==> src/rtl/ss_scan_controller.sv <==
// ss_scan_controller: four-digit seven-segment scan controller.
// Drives one digit at a time on the shared cathode bus. Each digit slot is a
// blanking guard followed by a PWM-dimmed scan window. The BCD digits, the
// decimal-point mask and the brightness are snapshotted once per frame.
// Optional feature macro: SS_LEADING_BLANK_EN (blank a leading zero in digit3).
module ss_scan_controller #(
    parameter int unsigned TICK_DIV     = 6250,
    parameter int unsigned BLANK_CYCLES = 200
) (
    input  logic       CLK100MHZ,
    input  logic       Reset,
    input  logic [3:0] digit3,
    input  logic [3:0] digit2,
    input  logic [3:0] digit1,
    input  logic [3:0] digit0,
    input  logic [3:0] dp_mask,
    input  logic [3:0] brightness,
    input  logic       display_en,
    output logic [3:0] SegmentDrivers,
    output logic [7:0] SevenSegment,
    output logic       frame_start
);

    localparam int unsigned TW = (TICK_DIV > 1) ? $clog2(TICK_DIV) : 1;
    localparam int unsigned BW = (BLANK_CYCLES > 1) ? $clog2(BLANK_CYCLES) : 1;
    localparam logic [TW-1:0] TICK_LAST  = TW'(TICK_DIV - 1);
    localparam logic [BW-1:0] BLANK_LAST = BW'(BLANK_CYCLES - 1);

    typedef enum logic {
        S_BLANK,
        S_SCAN
    } state_t;

    state_t          state_q, state_d;
    logic [1:0]      idx_q, idx_d;
    logic [BW-1:0]   bcnt_q, bcnt_d;
    logic [TW-1:0]   tick_q, tick_d;
    logic [3:0]      sub_q, sub_d;
    logic [3:0][3:0] dig_q, dig_d;
    logic [3:0]      dp_q, dp_d;
    logic [3:0]      bri_q, bri_d;
    logic [3:0]      an_q, an_d;
    logic [7:0]      seg_q, seg_d;
    logic            fs_q, fs_d;
    logic [3:0]      cur_digit;

    // BCD to active-low cathodes {dp,g,f,e,d,c,b,a}, dp off; 10-15 blank.
    function automatic logic [7:0] seg_decode(input logic [3:0] d);
        logic [7:0] s;
        case (d)
            4'd0:    s = 8'hC0;
            4'd1:    s = 8'hF9;
            4'd2:    s = 8'hA4;
            4'd3:    s = 8'hB0;
            4'd4:    s = 8'h99;
            4'd5:    s = 8'h92;
            4'd6:    s = 8'h82;
            4'd7:    s = 8'hF8;
            4'd8:    s = 8'h80;
            4'd9:    s = 8'h90;
            default: s = 8'hFF;
        endcase
        return s;
    endfunction

    // State, counters, shadows and registered outputs.
    always_ff @(posedge CLK100MHZ or posedge Reset) begin
        if (Reset) begin
            state_q <= S_BLANK;
            idx_q   <= '0;
            bcnt_q  <= '0;
            tick_q  <= '0;
            sub_q   <= '0;
            dig_q   <= '0;
            dp_q    <= '0;
            bri_q   <= '0;
            an_q    <= '1;
            seg_q   <= '1;
            fs_q    <= 1'b0;
        end else begin
            state_q <= state_d;
            idx_q   <= idx_d;
            bcnt_q  <= bcnt_d;
            tick_q  <= tick_d;
            sub_q   <= sub_d;
            dig_q   <= dig_d;
            dp_q    <= dp_d;
            bri_q   <= bri_d;
            an_q    <= an_d;
            seg_q   <= seg_d;
            fs_q    <= fs_d;
        end
    end

    // Next-state sequencing, snapshot capture and output decode.
    always_comb begin
        state_d   = state_q;
        idx_d     = idx_q;
        bcnt_d    = bcnt_q;
        tick_d    = tick_q;
        sub_d     = sub_q;
        dig_d     = dig_q;
        dp_d      = dp_q;
        bri_d     = bri_q;
        an_d      = '1;
        seg_d     = '1;
        fs_d      = 1'b0;
        cur_digit = dig_q[idx_q];

        case (state_q)
            S_BLANK: begin
                // First guard cycle of digit0 is the frame boundary.
                if (bcnt_q == '0 && idx_q == 2'd0) begin
                    fs_d  = 1'b1;
                    dig_d = {digit3, digit2, digit1, digit0};
                    dp_d  = dp_mask;
                    bri_d = brightness;
                end
                if (bcnt_q == BLANK_LAST) begin
                    bcnt_d  = '0;
                    tick_d  = '0;
                    sub_d   = '0;
                    state_d = S_SCAN;
                end else begin
                    bcnt_d = bcnt_q + BW'(1);
                end
            end
            S_SCAN: begin
                seg_d = seg_decode(cur_digit);
`ifdef SS_LEADING_BLANK_EN
                if (idx_q == 2'd3 && cur_digit == 4'd0) begin
                    seg_d = 8'hFF;
                end
`endif
                if (dp_q[idx_q]) begin
                    seg_d[7] = 1'b0;
                end
                if (sub_q <= bri_q) begin
                    an_d[idx_q] = 1'b0;
                end
                if (tick_q == TICK_LAST) begin
                    tick_d = '0;
                    if (sub_q == 4'd15) begin
                        sub_d   = '0;
                        idx_d   = idx_q + 2'd1;
                        state_d = S_BLANK;
                    end else begin
                        sub_d = sub_q + 4'd1;
                    end
                end else begin
                    tick_d = tick_q + TW'(1);
                end
            end
            default: state_d = S_BLANK;
        endcase

        if (!display_en) begin
            an_d = '1;
        end
    end

    assign SegmentDrivers = an_q;
    assign SevenSegment   = seg_q;
    assign frame_start    = fs_q;

endmodule

==> config.mk <==
export PLATFORM = sky130hd
export DESIGN_NAME = ss_scan_controller
export DESIGN_NICKNAME = d
export VERILOG_FILES = /design/src/rtl/ss_scan_controller.sv
export SDC_FILE = /design/constraint.sdc
export NUM_CORES = 1
export LEC_CHECK = 0
export BUFFER_PORTS_ARGS = -buffer_cell sky130_fd_sc_hd__buf_2
export CORE_UTILIZATION = 35
export DETAILED_ROUTE_END_ITERATION = 8
export GPL_ROUTABILITY_DRIVEN = 0
export PLACE_DENSITY = 0.53
export SLEW_MARGIN = 20
export SYNTH_ARGS = -nofsm -noshare
export SYNTH_HDL_FRONTEND = slang
export SYNTH_SLANG_ARGS = --single-unit
==> constraint.sdc <==
create_clock -name CLK100MHZ -period 3.3 [get_ports CLK100MHZ]
set_input_delay 0.33 -clock CLK100MHZ [delete_from_list [all_inputs] [get_ports CLK100MHZ]]
set_output_delay 0.33 -clock CLK100MHZ [all_outputs]
set_load 0.005 [all_outputs]
==> impl_metrics.toml <==
[run_status]
run_status = "finished clean"

[logic_synthesis]
synth_warnings = 0
synth_nets = 329
netlist_instances = 284
ys_seq_elements = 65
syn_avg_cell_area_um2 = 11.6
postSynth.topFlopCell = "dfrtp_1"
synth-edff-count = 0
post_synth_instance_area_mm2 = 0.00328
ys_types = 39
ys_seq_area_frac = 0.500
synth-async-reset-ratio = 1.00

[die]
io_pins = 40
rows = 34
initial_core_util = 0.369
fp.coreArea_mm2 = 0.00889
die_area_mm2 = 0.00977
floorplan.die.height_um = 98.8
floorplan.die.width_um = 98.8

[sta]
clock-skew-final_ns = 0.0129
fin_crit_ns = 2.28
unrepaired_setup_endpoints_after_global_routing = "no"
worst_margin_slew_ns = 0.727
period_share = 0.690
setup_violations = 0
fin_setup_tns_ns = 0
hold-worst-slack_ns = 0.0460
count_of_endpoints_failing_hold_in_the_final_timing_report = 0
max_freq_ghz = 0.439
max-slew-margin-rel = 0.514
setup_slack_ns = 1.02
finalMaxSlewViolations = 0

[finish]
antenna_cells = 0
final_cell_area_mm2 = 0.00375
layoutNonFillerInstCount = 443
area_growth_pct = 14.4
design.final.nets = 375
drive_above_1_share = 0.316
final_common_cell = "dfrtp_1"
mostFrequentLayoutCells = "dfrtp_1, buf_2, nand2_1"

[drt]
residual_drc = 0
finalWirelength_mm = 6.10
first_iter_violations = 100
drt_first_pass_iters = 4
via_count = 2229
detail_route.vias_per_cell = 5.03
drt.antenna.violating_nets = 0
wl_per_cell_um = 13.8

[setup_path]
worstPathRequired_ns = 3.53
end_kind = "flip-flop"
critPathArrivalTime_ns = 2.51
start_kind = "flip-flop"
critical_path.max_fanout = 25
worst_path_class_setup = "reg -> reg"

[global_route]
antenna_found_initial = 0
grt_usage = 0.145
first_global_vias = 2189
grt_max_degree = 30
grt_first_pass_wirelength_mm = 10.8
global_route.overflow_total = 0

[clocking]
clock_tree.buffer_depth = 2
h-tree-depth = 3
clock_insertion_delay_worst_skew_ns = 0.35
postCtsSetupRepairBufs = 0
worst_setup_hold_path_clk_slew_ns = 0.08
clockRootBuffer = "clkbuf_8"
cts_sinks = 65
tritoncts_clock_tree = "built"
cts_hold_repair.buffers = 0
ctsResizeCount = 0
numCtsBuffers = 9

[job]
timing.max_cap.violations = 0

[min_path]
hp-class = "in -> async"

[placed_design]
dp_cells = 427
place.port_buffers = 39
dp_slack_ns = 1.01
dp_hpwl_mm = 4.32
placed_area_mm2 = 0.00357

[power]
p_leak_nw = 1.67
irDropWorstVdd_mv = 0.148
power_density_mw_per_mm2 = 410
worst paths after layout:
check	startpoint	end	slack, ns	cells past startpoint
worst max-delay path	state_q$_DFF_PP0_	bri_q[0]$_DFFE_PP0P_	1.02	4
worst min-delay path	Reset	bcnt_q[6]$_DFFE_PP0N_	0.05	2
worst max register to register	state_q$_DFF_PP0_	bri_q[0]$_DFFE_PP0P_	1.02	4
worst min register to register	tick_q[12]$_DFFE_PP0P_	tick_q[12]$_DFFE_PP0P_	0.48	1
max in group asynchronous	Reset	SevenSegment[7]$_DFF_PP1_	2.46	3
min in group CLK100MHZ	digit0[0]	dig_q[0]$_DFFE_PP0P_	0.21	2
where the power goes:
| group | switching, mW | internal (mW) | leakage (nW) |
|---|---|---|---|
| combinational | 0.0380 | 0.0419 | 0.782 |
| clock | 0.339 | 0.301 | 0.0895 |
| sequential | 0.00801 | 0.812 | 0.797 |
cells in the mapped netlist, types with 3 or more instances:
| master | n | area share |
|---|---|---|
| dfrtp_1 | 53 | 0.40 |
| nand2_1 | 29 | 0.033 |
| o21ai_0 | 25 | 0.038 |
| mux2_4 | 19 | 0.087 |
| ha_1 | 18 | 0.069 |
| inv_1 | 16 | 0.018 |
| nor2_1 | 15 | 0.017 |
| dfstp_2 | 12 | 0.096 |
| nand3_1 | 11 | 0.017 |
| nand4_1 | 10 | 0.019 |
| a21oi_1 | 8 | 0.012 |
| a31oi_1 | 6 | 0.011 |
| mux2_2 | 6 | 0.021 |
| mux4_2 | 5 | 0.034 |
| xnor2_1 | 5 | 0.013 |
| clkbuf_1 | 3 | 0.0034 |
| mux2i_1 | 3 | 0.0092 |
| nor2b_1 | 3 | 0.0057 |
| nor3_1 | 3 | 0.0046 |
| o21a_1 | 3 | 0.0069 |
| o21ai_1 | 3 | 0.0046 |
| or3_1 | 3 | 0.0057 |
layer usage:
metal  track usage  wire length [µm]  vias up
li1              -                 -     1111
met1         0.196              3010     1065
met2         0.214              2720       44
met3        0.0411               233        9
met4        0.0735               135        0
met5             0                 0        -
cell type report:
type / count / area [µm²]
Fill cell: 850 / 5140
Timing Repair Buffer: 44 / 233
Sequential cell: 65 / 1640
Inverter: 17 / 63.8
Clock inverter: 6 / 50.0
Multi-Input combinational cell: 193 / 1490
Clock buffer: 10 / 138
Tap cell: 108 / 135
logic make-up after synthesis:
group           synth area share
buf+inv                   0.0450
simple gates               0.121
fa+ha+maj                 0.0686
flops                      0.500
xor+xnor                  0.0187
mux                        0.154
compound gates            0.0919
through the flow:
| stage | total power, mW | utilization |
|---|---|---|
| floorplan | 0.885 | - |
| global placement | 0.915 | 0.401 |
| detailed placement | 0.917 | 0.401 |
| CTS | 1.57 | 0.422 |
| global route | 1.62 | 0.422 |
| finish | 1.54 | 0.422 |
worst max-delay path: stages, from the launching register on:
cell and delay [ns]:
dfrtp_1 0.58, or4_1 0.62, or3_1 0.36, buf_4 0.26, mux2_4 0.34
registers in the layout (all words and copies together), names as in the netlist:
signal / flops
state_q: 1
dp_q: 4
idx_q: 2
frame_start: 1
bcnt_q: 8
sub_q: 4
bri_q: 4
SevenSegment: 8
dig_q: 16
SegmentDrivers: 4
tick_q: 13
Note: power is estimated with default switching activity, not from simulation.
